## src/rtl/td4_regfile_gen_if.sv

```systemverilog
// Bus between the TD4 decoder/ALU side (master) and the register file (slave).
// Optional STALL input exists only when REGFILE_STALL_EN is defined.
interface td4_regfile_gen_if #(
  parameter int WIDTH = 4,
  parameter int NREG  = 2
);
  localparam int RSW = (NREG > 1) ? $clog2(NREG) : 1;

  logic [NREG+1:0]      LOAD;
  logic [WIDTH-1:0]     IN_DATA;
`ifdef REGFILE_STALL_EN
  logic                 STALL;
`endif
  logic                 CARRY_IN;
  logic [RSW-1:0]       RD_SEL;
  logic [NREG*WIDTH-1:0] OUT_REG;
  logic [WIDTH-1:0]     OUT_RD;
  logic [WIDTH-1:0]     OUT_LD;
  logic [WIDTH-1:0]     ADDRESS;
  logic                 CARRY;
  logic                 WRAP;

  modport master (
    output LOAD, IN_DATA,
`ifdef REGFILE_STALL_EN
    output STALL,
`endif
    output CARRY_IN, RD_SEL,
    input  OUT_REG, OUT_RD, OUT_LD, ADDRESS, CARRY, WRAP
  );

  modport slave (
    input  LOAD, IN_DATA,
`ifdef REGFILE_STALL_EN
    input  STALL,
`endif
    input  CARRY_IN, RD_SEL,
    output OUT_REG, OUT_RD, OUT_LD, ADDRESS, CARRY, WRAP
  );
endinterface

```

## src/rtl/td4_regfile_gen.sv

```systemverilog
// TD4 register file, output latch, program counter and carry flag.
// Define REGFILE_STALL_EN to add the STALL input that freezes all state updates.
module td4_regfile_gen #(
  parameter int WIDTH = 4,
  parameter int NREG  = 2
) (
  input  logic              CLK,
  input  logic              RST,
  td4_regfile_gen_if.slave  bus
);
  localparam int RSW = (NREG > 1) ? $clog2(NREG) : 1;

  logic [WIDTH-1:0] regs_q [NREG];
  logic [WIDTH-1:0] regs_d [NREG];
  logic [WIDTH-1:0] ld_q, ld_d;
  logic [WIDTH-1:0] pc_q, pc_d;
  logic             carry_q, carry_d;
  logic             wrap_q, wrap_d;
  logic             en;
  logic [WIDTH-1:0] rd_mux;

`ifdef REGFILE_STALL_EN
  assign en = !bus.STALL;
`else
  assign en = 1'b1;
`endif

  always_comb begin
    for (int i = 0; i < NREG; i++) begin
      regs_d[i] = regs_q[i];
    end
    ld_d    = ld_q;
    pc_d    = pc_q;
    carry_d = carry_q;
    wrap_d  = 1'b0;
    if (en) begin
      for (int i = 0; i < NREG; i++) begin
        if (!bus.LOAD[i]) regs_d[i] = bus.IN_DATA;
      end
      if (!bus.LOAD[NREG]) ld_d = bus.IN_DATA;
      // Jump wins over increment; only an increment out of all-ones counts as a wrap.
      if (!bus.LOAD[NREG+1]) begin
        pc_d = bus.IN_DATA;
      end else begin
        pc_d   = pc_q + WIDTH'(1);
        wrap_d = (pc_q == {WIDTH{1'b1}});
      end
      carry_d = bus.CARRY_IN;
    end
  end

  always_ff @(posedge CLK or negedge RST) begin
    if (!RST) begin
      for (int i = 0; i < NREG; i++) begin
        regs_q[i] <= '0;
      end
      ld_q    <= '0;
      pc_q    <= '0;
      carry_q <= 1'b0;
      wrap_q  <= 1'b0;
    end else begin
      for (int i = 0; i < NREG; i++) begin
        regs_q[i] <= regs_d[i];
      end
      ld_q    <= ld_d;
      pc_q    <= pc_d;
      carry_q <= carry_d;
      wrap_q  <= wrap_d;
    end
  end

  // Read port has no bypass; out-of-range selects read as zero.
  always_comb begin
    rd_mux = '0;
    for (int i = 0; i < NREG; i++) begin
      if (bus.RD_SEL == RSW'(i)) rd_mux = regs_q[i];
    end
  end

  for (genvar g = 0; g < NREG; g++) begin : g_out_reg
    assign bus.OUT_REG[g*WIDTH +: WIDTH] = regs_q[g];
  end

  assign bus.OUT_RD  = rd_mux;
  assign bus.OUT_LD  = ld_q;
  assign bus.ADDRESS = pc_q;
  assign bus.CARRY   = carry_q;
  assign bus.WRAP    = wrap_q;
endmodule

```

## src/flat_wrapper.sv

```systemverilog
// flat-port wrapper written by rule: the top's interface ports become plain ports
module td4_regfile_gen_flat 
#(
  parameter int WIDTH = 4,
  parameter int NREG  = 2
)
  (CLK, RST, bus_LOAD, bus_IN_DATA, bus_CARRY_IN, bus_RD_SEL, bus_OUT_REG, bus_OUT_RD, bus_OUT_LD, bus_ADDRESS, bus_CARRY, bus_WRAP);
  td4_regfile_gen_if #(.WIDTH(WIDTH), .NREG(NREG)) bus_i ();
  input  logic CLK;
  input  logic RST;
  input wire logic [$bits(bus_i.LOAD)-1:0] bus_LOAD;
  input wire logic [$bits(bus_i.IN_DATA)-1:0] bus_IN_DATA;
  input wire logic [$bits(bus_i.CARRY_IN)-1:0] bus_CARRY_IN;
  input wire logic [$bits(bus_i.RD_SEL)-1:0] bus_RD_SEL;
  output wire logic [$bits(bus_i.OUT_REG)-1:0] bus_OUT_REG;
  output wire logic [$bits(bus_i.OUT_RD)-1:0] bus_OUT_RD;
  output wire logic [$bits(bus_i.OUT_LD)-1:0] bus_OUT_LD;
  output wire logic [$bits(bus_i.ADDRESS)-1:0] bus_ADDRESS;
  output wire logic [$bits(bus_i.CARRY)-1:0] bus_CARRY;
  output wire logic [$bits(bus_i.WRAP)-1:0] bus_WRAP;
  assign bus_i.LOAD = bus_LOAD;
  assign bus_i.IN_DATA = bus_IN_DATA;
  assign bus_i.CARRY_IN = bus_CARRY_IN;
  assign bus_i.RD_SEL = bus_RD_SEL;
  assign bus_OUT_REG = bus_i.OUT_REG;
  assign bus_OUT_RD = bus_i.OUT_RD;
  assign bus_OUT_LD = bus_i.OUT_LD;
  assign bus_ADDRESS = bus_i.ADDRESS;
  assign bus_CARRY = bus_i.CARRY;
  assign bus_WRAP = bus_i.WRAP;
  td4_regfile_gen #(.WIDTH(WIDTH), .NREG(NREG)) u_core (.CLK(CLK), .RST(RST), .bus(bus_i));
endmodule
```

## config.mk

```make
export PLATFORM = sky130hd
export DESIGN_NAME = td4_regfile_gen_flat
export DESIGN_NICKNAME = d
export VERILOG_FILES = /design/src/rtl/td4_regfile_gen_if.sv /design/src/rtl/td4_regfile_gen.sv /design/src/flat_wrapper.sv
export SDC_FILE = /design/constraint.sdc
export NUM_CORES = 1
export LEC_CHECK = 0
export CORE_UTILIZATION = 42
export DETAILED_ROUTE_END_ITERATION = 10
export PLACE_DENSITY_LB_ADDON = 0.25
export SLEW_MARGIN = 20
export SYNTH_ARGS = -nofsm -noshare
export SYNTH_HDL_FRONTEND = slang
export SYNTH_SLANG_ARGS = --single-unit
```

## constraint.sdc

```tcl
create_clock -name CLK -period 2.3 [get_ports CLK]
set_input_delay 0.69 -clock CLK [delete_from_list [all_inputs] [get_ports CLK]]
set_output_delay 0.69 -clock CLK [all_outputs]
set_load 0.02 [all_outputs]
```

==> reports/results.txt, run 1 <==
CTS clk-pin slew, worst paths: 0.10 ns
Setup Skew: 0.000506 ns
Worst Max-Slew Pin Slew: 0.235 ns
crit share post-route: 0.982
cts bufs inserted: 3
YS warnings: 0
Post-Route WL: 1300 µm
# IOs: 34
final core occ: 0.709
Critical Path RT: 1.61 ns
Syn Nets: 63
Max Buffers Root-to-Sink: 2
Nets: 101
Via density: 5.01
status: finished, violations left
failing checks: DRC
sw frac: 0.276
Psw: 0.216 mW
pin count of the biggest net entering global routing: 19
CP Launch Type: input port
unrepaired setup endpoints after global routing: no
postcts setup bufs: 0
CTS tree: done
PortBufs: 33
design area: 0.00110 mm²
GP Congestion: 0.628
max-cap viol count: 0
vias: 516
Syn-to-layout area delta: 53.0%
initial DRC count: 7
register bit total from synthesis: 18
Clock power frac: 0.237
Relative slew margins: 0.843
drc violations: 4
cell area after placement: 0.00107 mm²
Hold WC Path Type: reg2reg
largest family of logic cells by synthesized area: multiplexers
Crit. End Element: output port
Chip Height: 43.5 µm
overall die width: 43.5 µm
Non-Filler Instances: 103
FP Rows: 14
clk root buf: clkbuf_4
layout cells sized above 1: 0.241
Synth Area in Compound Gates: 0.0347
Synth Area in Adders: 0.0173
critical path class: in2out
Yosys cell types: 14
Post-Synthesis Cells: 50
Clock Sinks: 18
HP Start: u_core.bus.OUT_LD[0]
DRT Pass-1 Iters: 6
core area: 0.00156 mm²
final setup fails: 0
share of power burned in registers: 0.478
fin. max-slew vios: 0
syn avg cell area: 14.4 µm²
first-pass GRT wire length: 2230 µm
logic gate share of total power: 0.286
Peak VDD IR: 0.449 mV
crit-path max FO: 4
Int Power: 0.567 mW
Fmax: 443 MHz
htree depth: 1
Starting Density: 0.463
pwr dens: 708 mW/mm²
post-synthesis xor/xnor area fraction: 0.0243
Synth Area in Simple Gates: 0.0468
static leakage: 0.472 nW
Ant. Diodes: 0
Mapped Area: 722 µm²
Total GRT Usage: 0.161
Die Area: 0.00189 mm²
Final Hold Fails: 0
worst endpoint data arrival time: 1.57 ns
post-synthesis mux area share: 0.232
number of global-route vias before repair: 486
Critical Path Source: bus_RD_SEL
GR Overflow Total: 0
reg-to-reg startpoint: u_core.bus.ADDRESS[0]
dpl hpwl: 979 µm
antenna violations before repair: 0
fin crit period: 2.26 ns
FF-to-FF setup slack: 1.23 ns
average wire per standard cell: 12.6 µm
sequential area share after synthesis: 0.624
Clk Latency, worst-skew pair: 0.27 ns
dpl cells: 99
antenna viol nets, final: 0
## final timing paths
path                       cells past startpoint                    end
setup / recovery                               3          bus_OUT_RD[0]
hold / removal                                 2   u_core.bus.OUT_LD[0]
setup reg to reg                               2  u_core.bus.ADDRESS[1]
hold reg to reg                                2   u_core.bus.OUT_LD[0]
max in group asynchronous                      2  u_core.bus.ADDRESS[3]
min in group asynchronous                      2  u_core.bus.OUT_REG[4]
## cells in the mapped netlist (all sizes together)
cell / instances / area, µm²
a21oi: 2 / 10.0
and4: 1 / 10.0
buf: 1 / 11.3
dfrtp: 18 / 450
ha: 1 / 12.5
inv: 1 / 3.75
mux2: 14 / 158
mux2i: 1 / 10.0
nand2: 3 / 11.3
nand3: 1 / 5.00
nor2: 2 / 7.51
o21ai: 3 / 15.0
xnor2: 1 / 8.76
xor2: 1 / 8.76
## cell type report
type	instances	area, µm²
clock buffers	4	36.3
fillers	110	454
inverters	1	3.75
multi-input cells	30	256
flip-flops and latches	18	450
well taps	16	20.0
repair buffers	34	338
## layout by cell type, fill, tap and decap left out, drive strengths merged, types with 2 or more instances in the layout
cell type	netlist	final
clkbuf	0	4
dfrtp	18	18
a21oi	2	2
clkdlybuf4s50	0	28
o21ai	3	3
mux2	14	14
clkdlybuf4s15	0	4
nor2	2	2
nand2	3	3
## power groups by stage
stage	registers, mW	logic (mW)	clock network [mW]
2_1_floorplan	0.421	0.0667	0
3_3_place_gp	0.379	0.229	0
3_5_place_dp	0.381	0.230	0
4_1_cts	0.375	0.225	0.192
5_1_grt	0.379	0.239	0.205
6_report	0.374	0.224	0.185
## state kept, by name, indices dropped and copies added (netlist names)
signal	count
u_core.bus.OUT_REG	8
u_core.bus.ADDRESS	4
u_core.bus.OUT_LD	4
u_core.bus.CARRY	1
u_core.bus.WRAP	1
## routing by layer
layer / share of wire / routed length [µm] / vias up / global-route usage
met5: 0 / 0 / - / 0
met4: 0.012 / 15 / 0 / 0.0750
met3: 0.061 / 79 / 2 / 0.0375
met2: 0.48 / 626 / 18 / 0.248
met1: 0.44 / 578 / 249 / 0.215
li1: - / - / 247 / -
## stage by stage
stage	setup TNS, ns	hold slack (ns)	setup WS (ns)	power (mW)
global placement	-2.16	0.469	-0.545	0.609
floorplan	0	0.394	0.555	0.487
finish	0	0.498	0.0410	0.783
detailed placement	-2.16	0.478	-0.543	0.611
CTS	0	0.503	0.0286	0.791
global route	0	0.543	0.00162	0.823
## critical path, stage by stage
cell             delay [ns]
clkdlybuf4s15_2        0.23
mux2_2                 0.33
dlygate4sd2_1          0.32
## what timing repair did
item / 4_1_cts / 5_1_grt
resized for setup: 7 / 3
hold buffers: 0 / 0
endpoints found under the setup margin: 4 / 3
## cells by family after synthesis
kind of cell	Yosys count
AO/OA/AOI/OAI	5
XOR/XNOR	2
adder cells (fa/ha/maj)	1
buffers and inverters	2
flip-flops	18
multiplexers	15
AND/OR/NAND/NOR	7
No activity file was read; power rests on OpenSTA's default activity.
==> run 2: changes to the inputs <==
CORE_UTILIZATION = 35   (was 42)
clock period = 1.9 ns   (was 2.3 ns; I/O delays follow)
==> run 2 against run 1 <==
  * The flow now finishes without violations
  * Worst setup slack got worse by 0.022 ns
  * Sequential cell count unchanged
  * Wire length increased by 14%
==> reports/results.txt, run 2 (same netlist as run 1, synthesis figures left out) <==
drc violations: 0
clk root buf: clkbuf_4
max-cap viol count: 0
Hold WC Path Type: reg2reg
filler cell count: 180
cts bufs inserted: 3
CP cell instances: clkdlybuf4s15_2, mux2_2, buf_2
reg2reg path depth: 2
worst endpoint data arrival time: 1.31 ns
Clock Sinks: 18
Psw: 0.261 mW
Multi-input gate area: 256 µm²
overall die width: 47.4 µm
most frequent cells in the layout: 24 x clkdlybuf4s50_1, 18 x dfrtp_1, 14 x mux2_2
PortBufs: 33
Clk Latency, worst-skew pair: 0.28 ns
Setup Skew: 0.000344 ns
static leakage: 0.494 nW
pin count of the biggest net entering global routing: 19
fin crit period: 1.88 ns
Non-Filler Instances: 114
Total GRT Usage: 0.154
antenna viol nets, final: 0
status: completed
antenna violations before repair: 0
Relative slew margins: 0.835
logic gate share of total power: 0.299
Critical Path Source: bus_RD_SEL
FF/Latch Area: 450 µm²
DRT Pass-1 Iters: 4
cell area after placement: 0.00109 mm²
layout cells sized above 1: 0.287
Fmax: 532 MHz
dpl cells: 111
worst hold path depth: 2
Min Hold Slack: 0.497 ns
Final Hold Fails: 0
crit-path max FO: 4
Peak VDD IR: 0.442 mV
first-pass GRT wire length: 2330 µm
number of stages on the worst setup path: 3
# IOs: 34
design area: 0.00110 mm²
initial DRC count: 3
pwr dens: 817 mW/mm²
Nets: 102
Via density: 4.68
Final TNS setup: 0 ns
Buf+Inv Stages, Crit Path: 2
final core occ: 0.566
pre-CTS setup slack: -0.710 ns
CP Launch Type: input port
dpl hpwl: 1120 µm
final worst slack: 0.0191 ns
htree depth: 1
critical path class: in2out
HP Start: u_core.bus.OUT_LD[0]
vias: 533
Chip Height: 47.4 µm
number of global-route vias before repair: 505
Die Area: 0.00225 mm²
crit share post-route: 0.990
CP max stage delay: 0.34 ns
commonest non-fill, non-tap cell in the layout: clkdlybuf4s50_1
Worst Max-Slew Pin Slew: 0.247 ns
final setup fails: 0
share of power burned in registers: 0.505
Ant. Diodes: 0
Clock power frac: 0.196
Max Buffers Root-to-Sink: 2
cell family with most CP delay: buffers and inverters
Crit. End Element: output port
reg-to-reg startpoint: u_core.bus.ADDRESS[0]
core area: 0.00194 mm²
Post-Route WL: 1480 µm
GR Overflow Total: 0
sw frac: 0.291
postcts setup bufs: 0
CTS clk-pin slew, worst paths: 0.09 ns
Critical Path RT: 1.33 ns
Starting Density: 0.372
FP Rows: 16
Int Power: 0.637 mW
CTS tree: done
unrepaired setup endpoints after global routing: no
GP Congestion: 0.660
max reg flops: 8
fin. max-slew vios: 0
critical path's slowest cell: mux2_2
average wire per standard cell: 13.0 µm
Syn-to-layout area delta: 52.3%
total chip power: 0.898 mW
==> run 2: final timing paths <==
| path | slack (ns) | endpoint |
|---|---|---|
| setup / recovery | 0.02 | bus_OUT_RD[3] |
| hold / removal | 0.50 | u_core.bus.OUT_LD[0] |
| setup reg to reg | 0.82 | u_core.bus.ADDRESS[1] |
| hold reg to reg | 0.50 | u_core.bus.OUT_LD[0] |
| max in group asynchronous | 1.10 | u_core.bus.OUT_REG[6] |
| min in group asynchronous | 0.61 | u_core.bus.OUT_LD[3] |
==> run 2: final cells by class <==
cell class	instances	area share
inverters	1	0.00341
well taps	27	0.0307
multi-input cells	30	0.233
clock buffers	3	0.0205
repair buffers	35	0.303
flip-flops and latches	18	0.410
==> run 2: worst min-delay path, delay by kind of cell (launching register included) <==
kind | cells | cell delay (ns)
flops | 1 | 0.36
compound gates | 1 | 0.06
simple gates | 1 | 0.05
==> run 2: metal layers <==
layer	track usage	vias up	routed length (µm)
li1	-	250	-
met1	0.198	269	657
met2	0.236	12	740
met3	0.0340	2	66
met4	0.0971	0	13
met5	0	-	0
==> run 2: power by group through the flow <==
stage	Clock (mW)	Combinational [mW]	Sequential (mW)
global route	0.195	0.291	0.460
floorplan	0	0.0807	0.509
global placement	0	0.279	0.461
finish	0.176	0.269	0.454
detailed placement	0	0.284	0.462
CTS	0.187	0.272	0.454
==> run 2: repair_timing <==
item,in CTS,in global routing
gates cloned,0,0
resized for setup,20,3
endpoints found under the setup margin,5,3
hold buffers,0,0
==> RTL edit: new RTL, config.mk and constraints of run 2 <==
`WIDTH` is set to 4 in 3 places; all go to 5.
--- a/src/rtl/td4_regfile_gen_if.sv
+++ b/src/rtl/td4_regfile_gen_if.sv
@@ -3,3 +3,3 @@
 interface td4_regfile_gen_if #(
-  parameter int WIDTH = 4,
+  parameter int WIDTH = 5,
   parameter int NREG  = 2
--- a/src/rtl/td4_regfile_gen.sv
+++ b/src/rtl/td4_regfile_gen.sv
@@ -3,3 +3,3 @@
 module td4_regfile_gen #(
-  parameter int WIDTH = 4,
+  parameter int WIDTH = 5,
   parameter int NREG  = 2
--- a/src/flat_wrapper.sv
+++ b/src/flat_wrapper.sv
@@ -3,3 +3,3 @@
 #(
-  parameter int WIDTH = 4,
+  parameter int WIDTH = 5,
   parameter int NREG  = 2
Ports: changed (5 resized); port bits go from 34 to 40. No check against the original RTL was run, so the function may have changed too.
==> RTL edit against run 2 <==
  * Fmax increased by 1.1%
  * Global-route usage is 0.14 points higher
  * Critical path depth shrank 2
  * Worst setup slack gained 0.020 ns
  * Core utilization shrank 0.062 points
  * Cell area up 26%
  * Sequential cell count rose by 4
  * Wire length up 25%
  * Sequential power up 22%
  * Power rose by 27%
  * Area after synthesis up 25%
  * Critical endpoint is now bus_OUT_REG[2]
  * Largest cell class unchanged
==> RTL edit: results (changes against run 2) <==
insertion_delay_ns: 0.30  # +0.02 ns
outcome: "finished, final reports clean"
pg_seq_w: 0.000555  # +22%
whs_endpoint: "u_core.bus.OUT_LD[3]$_DFFE_PN0N_"
grt_pass1_wl_mm: 3.06  # +31%
r2r_end: "u_core.bus.ADDRESS[4]$_DFF_PN0_"
cts.reportedPaths.clkPinSlew_ns: 0.12  # +0.03 ns
tightest_slew_ns: 0.284  # +0.0372 ns
synth.avg_cell_area_um2: 14.7  # +2.1%
synth_nets: 76  # +21%
crit_path_max_fanout: 3  # -1
largest_reg_flops: 10  # +2
finalNetCount: 121  # +19%
drt-pass1-iter-count: 2  # -2
grt_pass1_vias: 647  # +28%
yosysSeqAreaShare: 0.612  # -0.0120
synth_xor_xnor_area_share: 0.0195  # -0.00479
grt_max_degree: 23  # +4
finClkSkew_ns: 0.00306  # +0.00272 ns
fin_crit_ns: 1.86  # -0.0196 ns
p_int_w: 0.000810  # +27%
grt_usage: 0.155  # +0.00143
hold_path_depth: 1  # -1
port_buffers: 39  # +18%
drt_wl_total_mm: 1.85  # +25%
cp.arrival_ns: 1.29  # -0.02 ns
pwr-share-comb: 0.293  # -0.006
[RTL edit: cells by family after synthesis]
kind of cell             Yosys count
adder cells (fa/ha/maj)            2
XOR/XNOR                           2
AO/OA/AOI/OAI                      5
buffers and inverters              2
flip-flops                        22
multiplexers                      20
AND/OR/NAND/NOR                    8
[RTL edit: routing by layer]
layer | part of all wire | vias up | track usage
li1 | - | 303 | -
met1 | 0.46 | 311 | 0.214
met2 | 0.47 | 26 | 0.241
met3 | 0.069 | 2 | 0.0319
met4 | 0.0049 | 0 | 0.0526
met5 | 0 | - | 0
[RTL edit: area by class of cell]
type	instances	area share
inverters	1	0.00270
multi-input cells	37	0.241
clock buffers	4	0.0261
well taps	30	0.0270
repair buffers	41	0.307
flip-flops and latches	22	0.396
[RTL edit: repair_timing]
action	4_1_cts	5_1_grt
gates resized for setup	24	9
endpoints found under the hold margin	0	0
hold buffers	0	0
setup endpoints to repair	9	9
